### config.mk
export PLATFORM = sky130hd
export DESIGN_NAME = instr_fetch_unit_flat
export DESIGN_NICKNAME = d
export VERILOG_FILES = /design/src/rtl/cpu_pkg.sv /design/src/rtl/instr_fetch_unit_if.sv /design/src/rtl/pc_reg.sv /design/src/rtl/instr_fetch_unit.sv /design/src/flat_wrapper.sv
export SDC_FILE = /design/constraint.sdc
export NUM_CORES = 1
export LEC_CHECK = 0
export ABC_CLOCK_PERIOD_IN_PS = 3700
export BUFFER_PORTS_ARGS = -buffer_cell sky130_fd_sc_hd__buf_2
export CAP_MARGIN = 20
export CORE_UTILIZATION = 46
export DETAILED_ROUTE_END_ITERATION = 10
export HOLD_SLACK_MARGIN = 0.12
export PLACE_DENSITY_LB_ADDON = 0.15
export SLEW_MARGIN = 20
export SYNTH_ARGS = -nofsm -noshare
export SYNTH_HDL_FRONTEND = slang
export SYNTH_SLANG_ARGS = --single-unit
### constraint.sdc
create_clock -name clk -period 3.7 [get_ports clk]
set_input_delay 0.185 -clock clk [delete_from_list [all_inputs] [get_ports clk]]
set_output_delay 0.185 -clock clk [all_outputs]
set_load 0.02 [all_outputs]
### src/rtl/cpu_pkg.sv
// Shared types and constants for the instruction fetch slice.
// Optional feature macro: FETCH_BREAKPOINT_EN (adds the BREAK fetch state).
package cpu_pkg;

  localparam int unsigned ADDR_W = 16;
  localparam int unsigned WORD_W = 16;
  localparam int unsigned OPC_W  = 5;

  localparam logic [OPC_W-1:0]  OPC_STP  = 5'b11111;
  localparam logic [OPC_W-1:0]  OPC_NOP  = 5'b00000;
  localparam logic [WORD_W-1:0] NOP_WORD = 16'h0000;

  typedef enum logic [2:0] {
    BOOT,
    RUN,
    STALL,
    HALT
`ifdef FETCH_BREAKPOINT_EN
    , BREAK
`endif
  } fetch_state_t;

  // True when the opcode field of an instruction word is STP.
  function automatic logic is_stp(input logic [WORD_W-1:0] word);
    return word[WORD_W-1 -: OPC_W] == OPC_STP;
  endfunction

endpackage

### src/rtl/instr_fetch_unit_if.sv
// Decoder / instruction-RAM bundle for instr_fetch_unit.
//   master: the fetch unit (drives RAM addresses and decoder inputs)
//   slave : the surrounding decoder + RAM
// Signals: stall, dec_addr1/2, new_pc, pc_sload, cnt_en, mem_q1/2 toward the
// fetch unit; mem_addr1/2, instr, n_word, pc, instr_valid, halted from it.
// FETCH_BREAKPOINT_EN adds bp_addr, bp_arm, bp_resume (in) and bp_hit (out).
interface instr_fetch_unit_if;
  import cpu_pkg::*;

  logic              stall;
  logic [ADDR_W-1:0] dec_addr1;
  logic [ADDR_W-1:0] dec_addr2;
  logic [ADDR_W-1:0] new_pc;
  logic              pc_sload;
  logic              cnt_en;
  logic [WORD_W-1:0] mem_q1;
  logic [WORD_W-1:0] mem_q2;
  logic [ADDR_W-1:0] mem_addr1;
  logic [ADDR_W-1:0] mem_addr2;
  logic [WORD_W-1:0] instr;
  logic [WORD_W-1:0] n_word;
  logic [ADDR_W-1:0] pc;
  logic              instr_valid;
  logic              halted;
`ifdef FETCH_BREAKPOINT_EN
  logic [ADDR_W-1:0] bp_addr;
  logic              bp_arm;
  logic              bp_resume;
  logic              bp_hit;

  modport master (
    input  stall, dec_addr1, dec_addr2, new_pc, pc_sload, cnt_en, mem_q1, mem_q2,
    input  bp_addr, bp_arm, bp_resume,
    output mem_addr1, mem_addr2, instr, n_word, pc, instr_valid, halted, bp_hit
  );

  modport slave (
    output stall, dec_addr1, dec_addr2, new_pc, pc_sload, cnt_en, mem_q1, mem_q2,
    output bp_addr, bp_arm, bp_resume,
    input  mem_addr1, mem_addr2, instr, n_word, pc, instr_valid, halted, bp_hit
  );
`else
  modport master (
    input  stall, dec_addr1, dec_addr2, new_pc, pc_sload, cnt_en, mem_q1, mem_q2,
    output mem_addr1, mem_addr2, instr, n_word, pc, instr_valid, halted
  );

  modport slave (
    output stall, dec_addr1, dec_addr2, new_pc, pc_sload, cnt_en, mem_q1, mem_q2,
    input  mem_addr1, mem_addr2, instr, n_word, pc, instr_valid, halted
  );
`endif

endinterface

### src/rtl/pc_reg.sv
// Program counter register: load has priority over increment, 16-bit wrap.
// Ports: clk, rst_n (async active-low), sload, cnt_en, load_val -> pc.
module pc_reg
  import cpu_pkg::*;
#(
  parameter logic [ADDR_W-1:0] RESET_VAL = 16'h0001
) (
  input  logic              clk,
  input  logic              rst_n,
  input  logic              sload,
  input  logic              cnt_en,
  input  logic [ADDR_W-1:0] load_val,
  output logic [ADDR_W-1:0] pc
);

  always_ff @(posedge clk or negedge rst_n) begin
    if (!rst_n) begin
      pc <= RESET_VAL;
    end else if (sload) begin
      pc <= load_val;
    end else if (cnt_en) begin
      pc <= pc + ADDR_W'(1);
    end
  end

endmodule

### src/rtl/instr_fetch_unit.sv
// Instruction fetch unit: owns PC, boot fetch, stall freeze and STP halt,
// sitting between the decoder and a dual-port 1-cycle-latency instruction RAM.
// Ports: clk, rst_n (async active-low), bus (instr_fetch_unit_if.master).
// Optional: define FETCH_BREAKPOINT_EN for the address breakpoint (BREAK state).
module instr_fetch_unit #(
  parameter logic [cpu_pkg::ADDR_W-1:0] RESET_PC = 16'h0000,
  parameter logic [cpu_pkg::WORD_W-1:0] NOP_WORD = cpu_pkg::NOP_WORD
) (
  input  logic               clk,
  input  logic               rst_n,
  instr_fetch_unit_if.master bus
);
  import cpu_pkg::*;

  fetch_state_t      state;
  fetch_state_t      state_nxt;
  logic [ADDR_W-1:0] addr1_q;
  logic [ADDR_W-1:0] addr2_q;
  logic              bp_cond_c;
  logic              consume_c;

`ifdef FETCH_BREAKPOINT_EN
  assign bp_cond_c  = bus.bp_arm && (bus.dec_addr1 == bus.bp_addr);
  assign bus.bp_hit = (state == BREAK);
`else
  assign bp_cond_c  = 1'b0;
`endif

  // The presented instruction is consumed only in RUN without a pending
  // stall (a breakpoint overrides the stall); otherwise the RAM is re-driven
  // with the address of the word on display so that word survives the freeze.
  assign consume_c = (state == RUN) && (!bus.stall || bp_cond_c);

  assign bus.mem_addr1   = consume_c ? bus.dec_addr1 : addr1_q;
  assign bus.mem_addr2   = consume_c ? bus.dec_addr2 : addr2_q;
  assign bus.instr_valid = (state == RUN);
  assign bus.halted      = (state == HALT);
  assign bus.instr       = bus.instr_valid ? bus.mem_q1 : NOP_WORD;
  assign bus.n_word      = bus.instr_valid ? bus.mem_q2 : WORD_W'(0);

  // State register plus the address last sampled by the RAM.
  always_ff @(posedge clk or negedge rst_n) begin
    if (!rst_n) begin
      state   <= BOOT;
      addr1_q <= RESET_PC;
      addr2_q <= RESET_PC + ADDR_W'(1);
    end else begin
      state   <= state_nxt;
      addr1_q <= bus.mem_addr1;
      addr2_q <= bus.mem_addr2;
    end
  end

  // Next-state logic; a stall defers STP, a breakpoint overrides the stall.
  always_comb begin
    state_nxt = state;
    case (state)
      BOOT:  state_nxt = RUN;
      RUN: begin
        if (is_stp(bus.mem_q1) && !bus.stall) begin
          state_nxt = HALT;
`ifdef FETCH_BREAKPOINT_EN
        end else if (bp_cond_c) begin
          state_nxt = BREAK;
`endif
        end else if (bus.stall) begin
          state_nxt = STALL;
        end
      end
      STALL: begin
        if (!bus.stall) begin
          state_nxt = RUN;
        end
      end
      HALT:  state_nxt = HALT;
`ifdef FETCH_BREAKPOINT_EN
      BREAK: begin
        if (bus.bp_resume) begin
          state_nxt = RUN;
        end
      end
`endif
      default: state_nxt = BOOT;
    endcase
  end

  pc_reg #(
    .RESET_VAL (RESET_PC + ADDR_W'(1))
  ) u_pc_reg (
    .clk      (clk),
    .rst_n    (rst_n),
    .sload    (consume_c && bus.pc_sload),
    .cnt_en   (consume_c && bus.cnt_en),
    .load_val (bus.new_pc),
    .pc       (bus.pc)
  );

endmodule

### src/flat_wrapper.sv
// flat-port wrapper written by rule: the top's interface ports become plain ports
module instr_fetch_unit_flat import cpu_pkg::*;
#(
  parameter logic [cpu_pkg::ADDR_W-1:0] RESET_PC = 16'h0000,
  parameter logic [cpu_pkg::WORD_W-1:0] NOP_WORD = cpu_pkg::NOP_WORD
)
  (clk, rst_n, bus_stall, bus_dec_addr1, bus_dec_addr2, bus_new_pc, bus_pc_sload, bus_cnt_en, bus_mem_q1, bus_mem_q2, bus_mem_addr1, bus_mem_addr2, bus_instr, bus_n_word, bus_pc, bus_instr_valid, bus_halted);
  instr_fetch_unit_if bus_i ();
  input  logic clk;
  input  logic rst_n;
  input wire logic [$bits(bus_i.stall)-1:0] bus_stall;
  input wire logic [$bits(bus_i.dec_addr1)-1:0] bus_dec_addr1;
  input wire logic [$bits(bus_i.dec_addr2)-1:0] bus_dec_addr2;
  input wire logic [$bits(bus_i.new_pc)-1:0] bus_new_pc;
  input wire logic [$bits(bus_i.pc_sload)-1:0] bus_pc_sload;
  input wire logic [$bits(bus_i.cnt_en)-1:0] bus_cnt_en;
  input wire logic [$bits(bus_i.mem_q1)-1:0] bus_mem_q1;
  input wire logic [$bits(bus_i.mem_q2)-1:0] bus_mem_q2;
  output wire logic [$bits(bus_i.mem_addr1)-1:0] bus_mem_addr1;
  output wire logic [$bits(bus_i.mem_addr2)-1:0] bus_mem_addr2;
  output wire logic [$bits(bus_i.instr)-1:0] bus_instr;
  output wire logic [$bits(bus_i.n_word)-1:0] bus_n_word;
  output wire logic [$bits(bus_i.pc)-1:0] bus_pc;
  output wire logic [$bits(bus_i.instr_valid)-1:0] bus_instr_valid;
  output wire logic [$bits(bus_i.halted)-1:0] bus_halted;
  assign bus_i.stall = bus_stall;
  assign bus_i.dec_addr1 = bus_dec_addr1;
  assign bus_i.dec_addr2 = bus_dec_addr2;
  assign bus_i.new_pc = bus_new_pc;
  assign bus_i.pc_sload = bus_pc_sload;
  assign bus_i.cnt_en = bus_cnt_en;
  assign bus_i.mem_q1 = bus_mem_q1;
  assign bus_i.mem_q2 = bus_mem_q2;
  assign bus_mem_addr1 = bus_i.mem_addr1;
  assign bus_mem_addr2 = bus_i.mem_addr2;
  assign bus_instr = bus_i.instr;
  assign bus_n_word = bus_i.n_word;
  assign bus_pc = bus_i.pc;
  assign bus_instr_valid = bus_i.instr_valid;
  assign bus_halted = bus_i.halted;
  instr_fetch_unit #(.RESET_PC(RESET_PC), .NOP_WORD(NOP_WORD)) u_core (.clk(clk), .rst_n(rst_n), .bus(bus_i));
endmodule
# Yosys cells after proc, flatten, opt, wreduce, memory -nomap -nowiden
# Index checks and enable logic that the tools add are counted.
[totals]
regBits = 51
latchBits = 0
mem_bits_rw = 0
rom_bits = 0
input_bits = 85
output_inout_bits = 82
wordCells = 29
n_memories = 0
[op_classes]
add_sub_neg = 1
n_mul = 0
div_mod_pow = 0
order_cmp = 0
eq_ne = 6
shifts = 0
mux = 10
bitwise = 0
reduce_logical = 8
[ops]
columns = ["op", "count"]
rows = [
  ["$mux 16", 6],
  ["$add 16x1->16 const B", 1],
  ["$pmux 3 s4", 1],
  ["$mux 3", 3],
  ["$eq 3x2->1 const B", 2],
  ["$eq 5x5->1 const B", 1],
  ["$logic_and 1x1->1", 4],
  ["$eq 3x1->1 const B", 1],
  ["$logic_not 3->1", 1],
  ["$ne 3x3->1 const B", 1],
  ["$ne 2x2->1 const B", 1],
  ["$reduce_and 2->1", 1],
  ["$reduce_bool 2->1", 1],
  ["$logic_not 1->1", 1],
]

# Logic depth before layout (Yosys ltp)
# Gate-level depths: netlist of run 1.
[logic_depth]
depth_word = 5
depth_mapped = 6
ltp_nobuf = 5

# Cells and area by module
# Synthesis of run 1 repeated with hierarchy kept, for this count alone.
[hier_totals]
cells_unflattened = 215
hier_area_um2 = 2484.9
[by_module_without_submodules]
columns = ["mod", "n_inst", "cells_each", "area_each_um2", "seq_area_each_um2"]
rows = [
  ["instr_fetch_unit", 1, 116, 1540.2, 852.1],
  ["pc_reg", 1, 99, 944.7, 401.6],
]

# Worst setup path after synthesis of run 1
# OpenSTA, ideal clock, no wires.
[synth_path]
path_type = "register to register"
start = "register u_core.u_pc_reg.pc[0]"
end = "register u_core.u_pc_reg.pc[10]"
setup_ns = 0.139
t_arrival_ns = 1.747
t_required_ns = 3.561
slack_ns = 1.814
stages_incl_launch_ff = 6
n_path_buf = 0
synth_period_minus_slack_ns = 1.886
cell_sequence = "dfstp_2 ha_1 nand4_1 or4_1 o21ai_0 a22oi_1"
[synth_between]
elab_chain_cells = 3
[synth_lines]
columns = ["item", "line_no", "rtl"]
rows = [
  ["start, declared", "pc_reg.sv:13", "output logic [ADDR_W-1:0] pc"],
  ["start signal, assigned", "pc_reg.sv:20", "pc <= load_val;"],
  ["start signal, assigned", "pc_reg.sv:22", "pc <= pc + ADDR_W'(1);"],
  ["$add 16x1->16", "pc_reg.sv:22", ""],
  ["$mux 16", "pc_reg.sv:21", "end else if (cnt_en) begin"],
  ["$mux 16", "pc_reg.sv:19", "end else if (sload) begin"],
]
# No other way between the ends. The select of a mux whose other input is x is not followed.
# A chain may end at the register's enable or synchronous reset.

# Worst setup path in the final report of run 1
[layout_path]
start = "register u_core.state[1]"
end = "output bus_mem_addr1[7]"
[layout_between]
elab_chain_cells = 3
[layout_lines]
columns = ["item", "line_no", "rtl"]
rows = [
  ["start, declared", "instr_fetch_unit.sv:15", "fetch_state_t state;"],
  ["start signal, assigned", "instr_fetch_unit.sv:48", "state <= state_nxt;"],
  ["$eq 3x1->1", "instr_fetch_unit.sv:32", "assign consume_c = (state == RUN) && (!bus.stall || bp_cond_c);"],
  ["$logic_and 1x1->1", "instr_fetch_unit.sv:32", ""],
  ["$mux 16", "instr_fetch_unit.sv:34", "assign bus.mem_addr1 = consume_c ? bus.dec_addr1 : addr1_q;"],
  ["end, declared", "flat_wrapper.sv:19", "output wire logic [$bits(bus_i.mem_addr1)-1:0] bus_mem_addr1;"],
]
# No other way between the ends.

==> results of run 1 <==
==> worst max path at each step <==
stage | start | end | slack, ns
after floorplan | u_core.u_pc_reg.pc[0] | u_core.u_pc_reg.pc[10] | 1.81
after global placement | u_core.u_pc_reg.pc[0] | u_core.u_pc_reg.pc[10] | 1.63
after detailed placement | u_core.state[1] | u_core.u_pc_reg.pc[14] | 1.59
after CTS | u_core.state[1] | bus_mem_addr1[9] | 1.36
after global routing | u_core.state[0] | bus_mem_addr1[9] | 1.14
final | u_core.state[1] | bus_mem_addr1[7] | 1.37
==> final cells by class <==
| class | count | area share (%) |
|---|---|---|
| sequential | 50 | 32.4 |
| multi-input combinational | 234 | 31.3 |
| timing repair buffer | 202 | 30.6 |
| tap | 70 | 2.26 |
| clock buffer | 5 | 1.78 |
| clock inverter | 3 | 1.26 |
| inverter | 4 | 0.388 |
==> cells in the mapped netlist <==
cell	n	area (µm²)
buf_2	4	20.0
nor3b_1	1	7.51
mux2i_1	1	10.0
a32oi_1	1	8.76
o22a_1	1	8.76
a31o_2	1	8.76
o221ai_1	1	8.76
dfstp_2	2	52.6
nor4_1	3	18.8
o22ai_1	7	43.8
o21ai_0	13	65.1
nor4_2	1	12.5
and4_1	2	17.5
or3_4	1	11.3
o41ai_1	3	26.3
clkbuf_1	17	63.8
dfrtp_1	48	1200
inv_1	4	15.0
or4_1	2	15.0
or3_1	4	25.0
nand2_1	104	390
nand3_1	5	25.0
a22oi_1	2	15.0
a41o_1	1	10.0
a21oi_1	15	75.1
nor2b_1	1	6.26
a31oi_1	1	6.26
o32ai_1	1	8.76
o31ai_1	2	15.0
a311oi_1	1	8.76
and3_1	1	6.26
o2bb2ai_1	1	8.76
nand4b_1	1	8.76
or3b_1	1	8.76
nor3_1	4	20.0
and2_1	33	206
nand4_1	6	37.5
and2b_1	1	7.51
ha_1	1	12.5
nor2_1	9	33.8
o21a_1	1	7.51
==> per-stage QoR <==
step,worst slack [ns],instances
final,1.37,568
after CTS,1.36,568
after global routing,1.14,568
after detailed placement,1.59,527
after global placement,1.63,527
after floorplan,1.81,309
==> logic make-up after synthesis <==
logic type / Yosys count
muxes: 1
DFF: 50
and+or+nand+nor: 180
adders and majority gates: 1
AOI/OAI and AO/OA: 52
buffers and inverters: 25
==> repair_timing <==
action	in CTS	in global routing
buffers inserted	0	0
hold endpoints to repair	48	0
hold buffers	33	0
==> power by group through the flow <==
stage	Sequential, mW	Combinational [mW]	Clock, mW
detailed placement	0.956	1.18	0
finish	0.945	1.22	0.401
global placement	0.945	1.16	0
CTS	0.944	1.21	0.410
floorplan	0.999	0.690	0
global route	0.979	1.34	0.433
==> metal layers <==
| metal | part of all wire (%) | wire length (µm) | GRT usage (%) |
|---|---|---|---|
| met1 | 42 | 3270 | 36.1 |
| met2 | 50 | 3920 | 46.2 |
| met3 | 7.1 | 551 | 6.71 |
| met4 | 0.78 | 61 | 7.50 |
| met5 | 0 | 0 | 0 |
==> results.py, run 1 <==
metrics = {
    "status": {
        "status": "finished, final reports clean",
    },
    "power_and_ir_drop": {
        "switching_share_pct": 44.7,
        "ir_worst_vdd_uv": 485,
        "combPwrFrac_pct": 47.5,
        "p_switching_mw": 1.15,
        "finalPower_mw": 2.56,
        "p_per_area_mw_per_mm2": 662,
        "leakage_nw": 2.09,
        "pwr-share-seq_pct": 36.9,
        "internal-power_mw": 1.42,
        "pwr-share-clk_pct": 15.6,
    },
    "sta": {
        "setup_viol": 0,
        "slew_headroom_pct": 52.6,
        "fin_crit_ns": 2.33,
        "rsz0062_at_grt": "no",
        "tightest_slew_ns": 0.711,
        "maxSlewViolCount": 0,
        "hold_ws_ns": 0.132,
        "finalCritPeriodShare_pct": 63.0,
        "fmax_mhz": 429,
        "clock_skew_ns": 0.00776,
        "setup_tns_ns": 0,
        "hold_violations": 0,
    },
    "clock_network": {
        "clk_pin_slew_ns": 0.10,
        "cts_resized": 0,
        "cts_tree": "done",
        "worstSkewPairLatency_ns": 0.31,
        "cts_max_path_buffers": 2,
        "cts_buffers": 5,
        "htree_levels": 2,
        "cts-root-buf": "clkbuf_8",
        "clock_sinks": 50,
    },
    "layout": {
        "syn2layout_area_growth_pct": 51.3,
        "multi_input_area_mm2": 0.00121,
        "nNetsFinal": 583,
        "drive_gt1_share_pct": 36.7,
        "fillers": 409,
        "antenna_cells": 0,
        "finalInstanceArea_mm2": 0.00387,
        "regArea_mm2": 0.00125,
        "post-route-util_pct": 73.9,
        "layout_common_cells": "buf_2 (165), nand2_1 (104), dfrtp_1 (48)",
        "final_common_cell": "buf_2",
    },
    "synthesis": {
        "syn_nets": 395,
        "synth_top_family_by_area": "simple AND/OR/NAND/NOR gates",
        "synthSimpleGateAreaFrac_pct": 33.5,
        "synthMuxAreaShare_pct": 0.391,
        "synth_compound_area_share_pct": 12.7,
        "yosysUniqueCellTypes": 41,
        "synth_xor_xnor_area_share_pct": 0,
        "ys_warn_count": 0,
        "synth_seq_area_share_pct": 49.0,
        "avgSynthCellArea_um2": 8.28,
        "synth-seq-cells": 50,
        "synth_area_mm2": 0.00256,
        "synthAdderAreaFrac_pct": 0.489,
        "synth_cells": 309,
    },
    "floorplanning": {
        "core_mm2": 0.00524,
        "top_level_ports": 167,
        "die_y_um": 76.6,
        "die_area_mm2": 0.00586,
        "start_util_pct": 48.9,
        "rows": 26,
        "die_w_um": 76.6,
    },
    "min_path": {
        "holdPathEnd": "u_core.state[0]",
        "hp-class": "in -> reg",
        "hp-start": "bus_stall",
        "whs_path_depth": 2,
    },
    "setup_path": {
        "crit_path_start_kind": "flip-flop",
        "critical_path_cell_count": 5,
        "crit_fanout": 23,
        "r2r_cells": 5,
        "worstSetupPathType": "reg -> out",
        "r2r-end": "u_core.u_pc_reg.pc[14]",
        "worst_path_most_repeated_cell": "nand2_1",
        "r2r_start": "u_core.state[1]",
        "worstPathRequired_ns": 3.51,
        "cp_slowest_cell": "or3b_1",
        "cp_top_family": "simple AND/OR/NAND/NOR gates",
        "slowest_delay_ns": 0.71,
        "regToRegSetupSlack_ns": 1.57,
        "timing.critical_path.buf_inv": 2,
        "cp_cell_sequence": "or3b_1 > buf_4 > nand2_1 > nand2_1 > buf_2",
        "worst_ep_arrival_time_ns": 2.15,
        "end_kind": "output port",
    },
    "grt": {
        "overflow": 0,
        "grt_pass1_wl_um": 13100,
        "groute.usage.overall_pct": 27.8,
        "grt_max_degree": 56,
        "grt_pass1_vias": 2737,
        "antenna_found_initial": 0,
    },
    "placed_design": {
        "hpwl_um": 5140,
        "place_area_mm2": 0.00342,
        "io_buffers": 166,
        "gp_congestion": 0.822,
    },
    "route": {
        "drt_iter0_markers": 136,
        "vias": 2885,
        "routed_wl_um": 7800,
        "drc": 0,
        "dr.pass1.iters": 4,
        "ant_nets": 0,
        "routed_via_density": 5.08,
        "post_drt_wl_per_cell_um": 13.7,
    },
    "run": {
        "cap_violations": 0,
    },
}
Note: power is estimated with default switching activity, not from simulation.
==> run 2: changes to the inputs <==
ABC_CLOCK_PERIOD_IN_PS = 2000   (was 3700)
CORE_UTILIZATION = 38   (was 46)
clock period = 2 ns   (was 3.7 ns; I/O delays follow)
==> run 2 against run 1 <==
Compared with the run above:
- the run now ends with DRC left
- flip-flop and latch count did not move
- combinational power is 89% higher
- via count rose by 0.94%
- sequential share of layout area down 1.4 points
- count of clock-buffer cells in the layout stayed put
- wire length up 3.4%
- setup slack worse by 1.2 ns
- register-to-register slack lost 1.4 ns
- largest power group unchanged
==> results.py, run 2 (synthesis results as in run 1) <==
metrics = {
    "sta": {
        "fin_crit_ns": 1.84,
        "maxSlewViolCount": 0,
        "finalCritPeriodShare_pct": 92.0,
        "hold_violations": 0,
        "rsz0062_at_grt": "no",
        "tightest_slew_ns": 0.601,
        "fmax_mhz": 543,
        "slew_headroom_pct": 59.9,
        "setup_viol": 0,
        "clock_skew_ns": 0.00862,
        "setup_tns_ns": 0,
    },
    "setup_path": {
        "worst_ep_arrival_time_ns": 1.74,
        "worstSetupPathType": "reg -> out",
        "cp_top_family": "simple AND/OR/NAND/NOR gates",
        "cp_cell_sequence": "or3b_1 > buf_6 > nand2_1 > nand2_1 > buf_2",
        "end_kind": "output port",
        "worst_path_most_repeated_cell": "nand2_1",
        "timing.critical_path.buf_inv": 2,
        "crit_fanout": 28,
        "worstPathRequired_ns": 1.90,
        "cp_slowest_cell": "or3b_1",
        "crit_path_start_kind": "flip-flop",
        "slowest_delay_ns": 0.46,
    },
    "route": {
        "post_drt_wl_per_cell_um": 13.6,
        "vias": 2912,
        "drt_iter0_markers": 112,
        "routed_via_density": 4.91,
        "ant_nets": 0,
        "routed_wl_um": 8070,
        "drc": 9,
        "dr.pass1.iters": 8,
    },
    "clock_network": {
        "cts_tree": "done",
        "clock_sinks": 50,
        "cts_max_path_buffers": 2,
        "worstSkewPairLatency_ns": 0.31,
        "cts_buffers": 5,
        "cts-root-buf": "clkbuf_8",
        "htree_levels": 2,
        "clk_pin_slew_ns": 0.10,
        "post-cts-setup-buffers": 0,
    },
    "layout": {
        "syn2layout_area_growth_pct": 58.4,
        "fillers": 583,
        "final_common_cell": "buf_2",
        "layout_common_cells": "buf_2 (166), nand2_1 (104), dfrtp_1 (48)",
        "antenna_cells": 0,
        "nNetsFinal": 601,
        "fin_cells": 593,
        "drive_gt1_share_pct": 37.0,
    },
    "grt": {
        "grt_pass1_vias": 2886,
        "groute.usage.overall_pct": 23.6,
        "grt_max_degree": 35,
        "grt_pass1_wl_um": 13500,
        "overflow": 0,
        "antenna_found_initial": 0,
    },
    "placed_design": {
        "dp.cells": 542,
        "hpwl_um": 5410,
        "io_buffers": 166,
        "gp_congestion": 0.826,
    },
    "status": {
        "violations": "DRC",
        "status": "complete, but fails checks",
    },
    "run": {
        "cap_violations": 0,
    },
    "floorplanning": {
        "die_y_um": 84.1,
        "top_level_ports": 167,
        "die_w_um": 84.1,
        "rows": 29,
        "start_util_pct": 39.8,
        "die_area_mm2": 0.00707,
        "core_mm2": 0.00642,
    },
    "power_and_ir_drop": {
        "ir_worst_vdd_uv": 729,
        "leakage_nw": 2.18,
        "p_per_area_mw_per_mm2": 1180,
    },
    "min_path": {
        "hp-class": "in -> reg",
    },
}
run 2: cell types whose count changed in the layout (fill, tap and decap cells not counted):
cell	delta
dlygate4sd3_1	+10
buf_4	+5
inv_6	+2
buf_12	+1
buf_2	+1
buf_6	+1
clkinvlp_4	-1
inv_8	-1
run 2: cell type report:
type | instances | area (µm²) | share of cell area (%)
repair buffers | 220 | 1360 | 33.6
multi-input cells | 234 | 1210 | 29.9
inverters | 4 | 15.0 | 0.370
well taps | 77 | 96.3 | 2.38
clock buffers | 5 | 68.8 | 1.70
flip-flops and latches | 50 | 1250 | 30.9
clock inverters | 3 | 47.5 | 1.17
run 2: worst min-delay path: stages:
cell	delay, ns
buf_2	0.07
or3_1	0.08
o21ai_0	0.06
nor2_1	0.08
run 2: final timing paths:
path,start,end,slack [ns],cells after the start
worst max-delay path,u_core.state[1],bus_mem_addr2[9],0.16,5
worst min-delay path,bus_new_pc[7],u_core.u_pc_reg.pc[7],0.13,4
worst max register to register,u_core.u_pc_reg.pc[0],u_core.u_pc_reg.pc[6],0.20,6
worst min register to register,u_core.addr2_q[0],u_core.addr2_q[0],0.47,2
max in group asynchronous,rst_n,u_core.addr1_q[8],1.13,3
min in group asynchronous,rst_n,u_core.u_pc_reg.pc[1],0.32,2
run 2: what timing repair did:
item                                   4_1_cts  5_1_grt
hold buffers                                43        0
gates resized for setup                      0        1
setup endpoints to repair                    0        1
endpoints found under the hold margin       64        0
run 2: metal layers:
metal | global-route usage [%] | up-vias | routed length [µm]
li1 | - | 1464 | -
met4 | 6.74 | 0 | 134
met1 | 29.9 | 1335 | 3450
met3 | 4.85 | 15 | 467
met5 | 0 | - | 0
met2 | 40.8 | 98 | 4010
run 2: per-stage QoR:
stage          hold slack (ns)  util, %  setup WS (ns)  cell area (µm²)  power [mW]
2_1_floorplan           -0.196        -          0.114             2560        3.12
3_3_place_gp             0.133     54.5          0.244             3500        3.95
3_5_place_dp             0.133     54.5          0.235             3500        3.99
4_1_cts                  0.124     63.0         0.0859             4050        4.82
5_1_grt                  0.127     63.1         0.0295             4050        5.13
6_report                 0.127     63.1          0.159             4050        4.80
run 2: power by group:
group / switching (mW) / internal, mW
Combinational: 1.49 / 0.821
Sequential: 0.280 / 1.46
Clock: 0.372 / 0.382
Total: 2.14 / 2.66
